===== src/rtl/mem_pkg.sv =====
// rtl/mem_pkg.sv - shared status codes, FSM encoding and defaults for the memory bus controller
// Status codes are also decoded by the pipeline freeze stage.
package mem_pkg;

  localparam logic [2:0] ST_FREE  = 3'b010;
  localparam logic [2:0] ST_STALL = 3'b111;
  localparam logic [2:0] ST_FAULT = 3'b101;

  localparam int TIMEOUT_DEFAULT = 64;

  typedef enum logic [1:0] {
    S_IDLE  = 2'd0,
    S_BUSY  = 2'd1,
    S_DONE  = 2'd2,
    S_FAULT = 2'd3
  } mem_fsm_e;

  // Status code seen by the freeze stage for each controller state.
  function automatic logic [2:0] status_of(input mem_fsm_e s);
    case (s)
      S_BUSY:  return ST_STALL;
      S_FAULT: return ST_FAULT;
      default: return ST_FREE;
    endcase
  endfunction

endpackage


===== src/rtl/mem_bus_ctrl_if.sv =====
// rtl/mem_bus_ctrl_if.sv - external memory request/acknowledge bus
// master: controller side (drives req/we/addr/wdata/be, receives ack/rdata)
// slave:  memory side (receives the request, drives ack/rdata)
interface mem_bus_ctrl_if #(
  parameter int ADDR_W = 32,
  parameter int DATA_W = 32
);
  logic                  mem_req;
  logic                  mem_we;
  logic [ADDR_W-1:0]     mem_addr;
  logic [DATA_W-1:0]     mem_wdata;
  logic [DATA_W/8-1:0]   mem_be;
  logic                  mem_ack;
  logic [DATA_W-1:0]     mem_rdata;

  modport master (
    output mem_req, mem_we, mem_addr, mem_wdata, mem_be,
    input  mem_ack, mem_rdata
  );

  modport slave (
    input  mem_req, mem_we, mem_addr, mem_wdata, mem_be,
    output mem_ack, mem_rdata
  );
endinterface


===== src/rtl/mem_align_chk.sv =====
// rtl/mem_align_chk.sv - combinational misalignment check of a CPU request
// addr_lsb_i   : low two bits of the byte address
// be_i         : byte enables
// misaligned_o : full-word enable off a word boundary, or two-byte enable on an odd address
module mem_align_chk #(
  parameter int BE_W = 4
) (
  input  logic [1:0]      addr_lsb_i,
  input  logic [BE_W-1:0] be_i,
  output logic            misaligned_o
);
  logic word_en;
  logic half_en;

  always_comb begin
    word_en      = &be_i;
    half_en      = ($countones(be_i) == 2);
    misaligned_o = (word_en && (addr_lsb_i != 2'b00)) || (half_en && addr_lsb_i[0]);
  end
endmodule


===== src/rtl/mem_bus_ctrl.sv =====
// rtl/mem_bus_ctrl.sv - single-outstanding memory bus controller with timeout and sticky fault
// clk, rst          : clock, asynchronous active-high reset
// cpu_req_i..cpu_be_i: CPU request, sampled only while idle
// cpu_rdata_o        : load data, updated on load completion and held
// cpu_done_o         : one-cycle completion pulse
// state_o            : FREE / STALL / FAULT code for the freeze stage
// fault_o            : sticky fault, cleared only by rst
// bus                : memory request/acknowledge bus (master side)
module mem_bus_ctrl
  import mem_pkg::*;
#(
  parameter int ADDR_W  = 32,
  parameter int DATA_W  = 32,
  parameter int TIMEOUT = TIMEOUT_DEFAULT
) (
  input  logic                clk,
  input  logic                rst,
  input  logic                cpu_req_i,
  input  logic                cpu_we_i,
  input  logic [ADDR_W-1:0]   cpu_addr_i,
  input  logic [DATA_W-1:0]   cpu_wdata_i,
  input  logic [DATA_W/8-1:0] cpu_be_i,
  output logic [DATA_W-1:0]   cpu_rdata_o,
  output logic                cpu_done_o,
  output logic [2:0]          state_o,
  output logic                fault_o,
  mem_bus_ctrl_if.master      bus
);
  localparam int         BE_W     = DATA_W / 8;
  localparam logic [7:0] CNT_LAST = 8'(TIMEOUT - 1);

  mem_fsm_e            fsm_q, fsm_d;
  logic [7:0]          cnt_q, cnt_d;
  logic                mem_we_q, mem_we_d;
  logic [ADDR_W-1:0]   mem_addr_q, mem_addr_d;
  logic [DATA_W-1:0]   mem_wdata_q, mem_wdata_d;
  logic [BE_W-1:0]     mem_be_q, mem_be_d;
  logic [DATA_W-1:0]   rdata_q, rdata_d;
  logic                misaligned;

  mem_align_chk #(.BE_W(BE_W)) u_align_chk (
    .addr_lsb_i   (cpu_addr_i[1:0]),
    .be_i         (cpu_be_i),
    .misaligned_o (misaligned)
  );

  always_comb begin
    fsm_d       = fsm_q;
    cnt_d       = cnt_q;
    mem_we_d    = mem_we_q;
    mem_addr_d  = mem_addr_q;
    mem_wdata_d = mem_wdata_q;
    mem_be_d    = mem_be_q;
    rdata_d     = rdata_q;
    case (fsm_q)
      S_IDLE: begin
        if (cpu_req_i) begin
          // A misaligned request never reaches the bus.
          if (misaligned) begin
            fsm_d = S_FAULT;
          end else begin
            mem_we_d    = cpu_we_i;
            mem_addr_d  = cpu_addr_i;
            mem_wdata_d = cpu_wdata_i;
            mem_be_d    = cpu_be_i;
            cnt_d       = '0;
            fsm_d       = S_BUSY;
          end
        end
      end
      S_BUSY: begin
        cnt_d = cnt_q + 8'd1;
        // Ack takes priority over a timeout on the same edge.
        if (bus.mem_ack) begin
          if (!mem_we_q) rdata_d = bus.mem_rdata;
          fsm_d = S_DONE;
        end else if (cnt_q == CNT_LAST) begin
          fsm_d = S_FAULT;
        end
      end
      S_DONE:  fsm_d = S_IDLE;
      S_FAULT: fsm_d = S_FAULT;
      default: fsm_d = S_IDLE;
    endcase
  end

  always_ff @(posedge clk or posedge rst) begin
    if (rst) begin
      fsm_q       <= S_IDLE;
      cnt_q       <= '0;
      mem_we_q    <= 1'b0;
      mem_addr_q  <= '0;
      mem_wdata_q <= '0;
      mem_be_q    <= '0;
      rdata_q     <= '0;
    end else begin
      fsm_q       <= fsm_d;
      cnt_q       <= cnt_d;
      mem_we_q    <= mem_we_d;
      mem_addr_q  <= mem_addr_d;
      mem_wdata_q <= mem_wdata_d;
      mem_be_q    <= mem_be_d;
      rdata_q     <= rdata_d;
    end
  end

  // Decoded straight from the state register so rst drops mem_req without a clock.
  assign bus.mem_req   = (fsm_q == S_BUSY);
  assign bus.mem_we    = mem_we_q;
  assign bus.mem_addr  = mem_addr_q;
  assign bus.mem_wdata = mem_wdata_q;
  assign bus.mem_be    = mem_be_q;

  assign cpu_rdata_o = rdata_q;
  assign cpu_done_o  = (fsm_q == S_DONE);
  assign fault_o     = (fsm_q == S_FAULT);
  assign state_o     = status_of(fsm_q);
endmodule


===== src/flat_wrapper.sv =====
// flat-port wrapper written by rule: the top's interface ports become plain ports
module mem_bus_ctrl_flat import mem_pkg::*;
#(
  parameter int ADDR_W  = 32,
  parameter int DATA_W  = 32,
  parameter int TIMEOUT = TIMEOUT_DEFAULT
)
  (clk, rst, cpu_req_i, cpu_we_i, cpu_addr_i, cpu_wdata_i, cpu_be_i, cpu_rdata_o, cpu_done_o, state_o, fault_o, bus_mem_req, bus_mem_we, bus_mem_addr, bus_mem_wdata, bus_mem_be, bus_mem_ack, bus_mem_rdata);
  mem_bus_ctrl_if #(.ADDR_W(ADDR_W), .DATA_W(DATA_W)) bus_i ();
  input  logic clk;
  input  logic rst;
  input  logic cpu_req_i;
  input  logic cpu_we_i;
  input  logic [ADDR_W-1:0] cpu_addr_i;
  input  logic [DATA_W-1:0] cpu_wdata_i;
  input  logic [DATA_W/8-1:0] cpu_be_i;
  output logic [DATA_W-1:0] cpu_rdata_o;
  output logic cpu_done_o;
  output logic [2:0] state_o;
  output logic fault_o;
  output wire logic [$bits(bus_i.mem_req)-1:0] bus_mem_req;
  output wire logic [$bits(bus_i.mem_we)-1:0] bus_mem_we;
  output wire logic [$bits(bus_i.mem_addr)-1:0] bus_mem_addr;
  output wire logic [$bits(bus_i.mem_wdata)-1:0] bus_mem_wdata;
  output wire logic [$bits(bus_i.mem_be)-1:0] bus_mem_be;
  input wire logic [$bits(bus_i.mem_ack)-1:0] bus_mem_ack;
  input wire logic [$bits(bus_i.mem_rdata)-1:0] bus_mem_rdata;
  assign bus_mem_req = bus_i.mem_req;
  assign bus_mem_we = bus_i.mem_we;
  assign bus_mem_addr = bus_i.mem_addr;
  assign bus_mem_wdata = bus_i.mem_wdata;
  assign bus_mem_be = bus_i.mem_be;
  assign bus_i.mem_ack = bus_mem_ack;
  assign bus_i.mem_rdata = bus_mem_rdata;
  mem_bus_ctrl #(.ADDR_W(ADDR_W), .DATA_W(DATA_W), .TIMEOUT(TIMEOUT)) u_core (.clk(clk), .rst(rst), .cpu_req_i(cpu_req_i), .cpu_we_i(cpu_we_i), .cpu_addr_i(cpu_addr_i), .cpu_wdata_i(cpu_wdata_i), .cpu_be_i(cpu_be_i), .cpu_rdata_o(cpu_rdata_o), .cpu_done_o(cpu_done_o), .state_o(state_o), .fault_o(fault_o), .bus(bus_i));
endmodule

===== config.mk =====
export PLATFORM = sky130hd
export DESIGN_NAME = mem_bus_ctrl_flat
export DESIGN_NICKNAME = d
export VERILOG_FILES = /design/src/rtl/mem_pkg.sv /design/src/rtl/mem_bus_ctrl_if.sv /design/src/rtl/mem_align_chk.sv /design/src/rtl/mem_bus_ctrl.sv /design/src/flat_wrapper.sv
export SDC_FILE = /design/constraint.sdc
export NUM_CORES = 1
export LEC_CHECK = 0
export ABC_AREA = 0
export BUFFER_PORTS_ARGS = -buffer_cell sky130_fd_sc_hd__buf_4
export CAP_MARGIN = 20
export CORE_MARGIN = 2
export CORE_UTILIZATION = 46
export CTS_CLUSTER_SIZE = 40
export DETAILED_ROUTE_END_ITERATION = 10
export PLACE_DENSITY = 0.78
export SYNTH_ARGS = -nofsm -noshare
export SYNTH_HDL_FRONTEND = slang
export SYNTH_SLANG_ARGS = --single-unit

===== constraint.sdc =====
create_clock -name clk -period 4.9 [get_ports clk]
set_clock_uncertainty 0.1 [all_clocks]
set_input_delay 0.98 -clock clk [delete_from_list [all_inputs] [get_ports clk]]
set_output_delay 0.98 -clock clk [all_outputs]
set_load 0.005 [all_outputs]

==> flow_summary.ini <==
[status]
status = finished clean

[global_route]
grt_pass1_vias = 3087
antenna_found_initial = 0
grt_pass1_wl_mm = 15.3
grt-ovfl-total = 0
grt_usage_pct = 18.8
grt_max_degree = 48

[critical_path]
worstSetupEndpoint = u_core.bus.mem_addr[15]$_DFFE_PP0P_
path_buf_inv = 4
crit_family = adder cells
critPathMaxStageDelay_ps = 520
arrival_ps = 3440
cp.depth = 11
path_class = input pin to flip-flop
critPathRequiredTime_ps = 5050
timing.rr.end = u_core.cpu_rdata_o[12]$_DFFE_PP0P_
reg2reg_depth = 4
critPathLaunchType = input pin
timing.critical_path.from = cpu_be_i[0]
end_kind = flip-flop
crit_chain = buf_4, inv_1, fa_1, inv_1, ha_1, ha_1, nand4bb_1, a21oi_2, nor3_4, buf_4, mux2_2
critical_path.max_fanout = 47
r2r_slack_ps = 2460
r2r-start = u_core.fsm_q[0]$_DFFE_PP0P_
cp_slowest_cell = fa_1

[routing]
routed_wirelength_mm = 10.2
drt-pass1-iter-count = 6
via_count = 3153
routed_via_density = 4.88
routedWlPerCell_microns = 15.8
drt-initial-drc-count = 44
drcViolationCount = 0
postRouteAntennaNets = 0

[power]
ir_worst_vdd_uv = 278
leakage_nw = 3.05
power_w = 0.00377
power_per_cell_area_nw_per_um2 = 594

[floorplanning]
die_w_microns = 103
num_io_pins = 212
rows = 36
coreArea_sq_um = 9640
die_h_microns = 103
die_area_sq_um = 10600
initial_core_util_pct = 46.8

[clocking]
clk_pin_slew_worst_paths_ps = 90
clockBufferDepth = 2
cts_root_buf = clkbuf_8
cts_tree = yes
cts.sinks = 111
numCtsBuffers = 9
cts_hold_buf = 0
clock_latency_ps = 360
htreeDepth = 3
cts-resized-gates = 0
post-cts-setup-buffers = 0

[timing]
min_period_ps = 3290
fmax_mhz = 304
period_share_pct = 67.2
tightest_slew_ps = 619
rsz0062_at_grt = false
slew_violations = 0
tns_ps = 0
finalHoldViolations = 0
setup_viol = 0
slew_headroom_pct = 58.3

[job]
drv_cap = 0

[finish]
diodes = 0
drive_gt1_share_pct = 63.7
multi_input_area_sq_um = 1550
nets = 618
syn2layout_area_growth_pct = 40.5
fillers = 743
ff_latch_area_sq_um = 2780

[logic_synthesis]
ys_ff_latch = 111
syn-num-nets = 407
syn_area_per_cell_sq_um = 15.2
syn_inst = 297
synth_warnings = 0
synth_cell_types = 33
synth-seq-area-share_pct = 61.5
syn-cell-area_sq_um = 4510

[hold_path]
hold_class = flip-flop to flip-flop

[place]
gp_congestion = 0.766
dp_hpwl_mm = 7.70
portBuffers = 211
## worst min-delay path by stage
stage / slack [ps] / endpoint / startpoint / cells past startpoint
after global routing: 420 / u_core.cpu_rdata_o[18]$_DFFE_PP0P_ / u_core.cpu_rdata_o[18]$_DFFE_PP0P_ / 1
after detailed placement: 380 / u_core.cpu_rdata_o[18]$_DFFE_PP0P_ / u_core.cpu_rdata_o[18]$_DFFE_PP0P_ / 1
after global placement: 370 / u_core.cpu_rdata_o[18]$_DFFE_PP0P_ / u_core.cpu_rdata_o[18]$_DFFE_PP0P_ / 1
after CTS: 400 / u_core.cpu_rdata_o[18]$_DFFE_PP0P_ / u_core.cpu_rdata_o[18]$_DFFE_PP0P_ / 1
after floorplan: 380 / u_core.bus.mem_addr[2]$_DFFE_PP0P_ / u_core.bus.mem_addr[2]$_DFFE_PP0P_ / 1
final: 390 / u_core.cpu_rdata_o[18]$_DFFE_PP0P_ / u_core.cpu_rdata_o[18]$_DFFE_PP0P_ / 1
## where the power goes
group / switching, W / internal [W] / total, W / leakage, nW
clock network: 0.000305 / 0.000220 / 0.000525 / 0.0951
registers: 0.000294 / 0.00138 / 0.00167 / 1.33
logic: 0.000537 / 0.00104 / 0.00157 / 1.63
total: 0.00114 / 0.00263 / 0.00377 / 3.05
## synthesized netlist by cell type
library cell / n / share of area (%)
nand4bb_1: 1 / 0.25
inv_1: 10 / 0.83
buf_6: 11 / 2.7
buf_4: 2 / 0.33
mux2i_1: 1 / 0.22
ha_1: 4 / 1.1
a21oi_1: 2 / 0.22
and2_1: 4 / 0.55
and3b_1: 1 / 0.19
nand2_1: 4 / 0.33
or3_1: 1 / 0.14
xor2_1: 3 / 0.58
mux2_1: 7 / 1.7
or4_1: 2 / 0.33
nand4_1: 3 / 0.42
a22o_2: 1 / 0.22
dfrtp_1: 111 / 62
buf_2: 1 / 0.11
o31ai_1: 1 / 0.17
nor2b_1: 5 / 0.69
mux2_2: 92 / 23
o21ai_0: 7 / 0.78
clkbuf_1: 2 / 0.17
nand2b_1: 2 / 0.28
nor3_4: 1 / 0.36
nor2_1: 6 / 0.50
a22oi_1: 1 / 0.17
a221o_1: 3 / 0.67
nand3_1: 4 / 0.44
a21oi_2: 1 / 0.19
fa_1: 1 / 0.44
a311o_1: 1 / 0.22
nor3_1: 1 / 0.11
## placed cells by master, fill, tap and decap left out, types with 4 or more instances in the layout
| cell | Yosys | routed |
|---|---|---|
| nand3_1 | 4 | 4 |
| mux2_2 | 92 | 92 |
| ha_1 | 4 | 4 |
| nor2_1 | 6 | 6 |
| nand2_1 | 4 | 4 |
| mux2_1 | 7 | 7 |
| dfrtp_1 | 111 | 111 |
| inv_1 | 10 | 9 |
| nor2b_1 | 5 | 5 |
| clkbuf_8 | 0 | 11 |
| o21ai_0 | 7 | 7 |
| buf_4 | 2 | 216 |
| and2_1 | 4 | 4 |
## cell families (layout without fill, tap and decap cells)
kind of cell / count (synthesis) / after routing / synth area share (%)
simple gates: 35 / 35 / 4.60
xor+xnor: 3 / 3 / 0.582
mux: 100 / 100 / 24.9
fa+ha+maj: 5 / 5 / 1.55
compound gates: 17 / 17 / 2.63
flops: 111 / 111 / 61.5
buf+inv: 26 / 242 / 4.19
## routing by layer
metal	routed length (microns)	up-vias	track usage [%]
li1	-	1459	-
met1	4120	1532	23.3
met4	97	0	6.58
met2	4870	154	30.0
met5	0	-	0
met3	1100	8	7.59
## state kept, by name, summed over array words and instances (netlist names)
name,flops
u_core.bus.mem_we,1
u_core.cnt_q,8
u_core.bus.mem_be,4
u_core.cpu_rdata_o,32
u_core.fsm_q,2
u_core.bus.mem_addr,32
u_core.bus.mem_wdata,32
## worst register-to-register path: stages (launching register included)
cell and delay, ps:
dfrtp_1 680, nor2b_1 530, and3b_1 240, buf_4 360, mux2_2 410
## area by class of cell
| class | instances | share of cell area (%) |
|---|---|---|
| Tap cell | 133 | 2.62 |
| Sequential cell | 111 | 43.8 |
| Clock inverter | 4 | 0.572 |
| Clock buffer | 12 | 2.45 |
| Multi-Input combinational cell | 160 | 24.4 |
| Inverter | 10 | 0.631 |
| Timing Repair Buffer | 216 | 25.6 |
## stage by stage
step | setup slack (ps) | area [sq um] | util (%) | hold slack [ps] | std cells
after CTS | 1610 | 6340 | 65.8 | 401 | 646
final | 1610 | 6340 | 65.8 | 395 | 646
after global placement | 1250 | 6150 | 63.8 | 372 | 630
after floorplan | 889 | 4510 | - | 383 | 297
after global routing | 1500 | 6340 | 65.8 | 422 | 646
after detailed placement | 1200 | 6150 | 63.8 | 379 | 630
No activity file was read; power rests on OpenSTA's default activity.
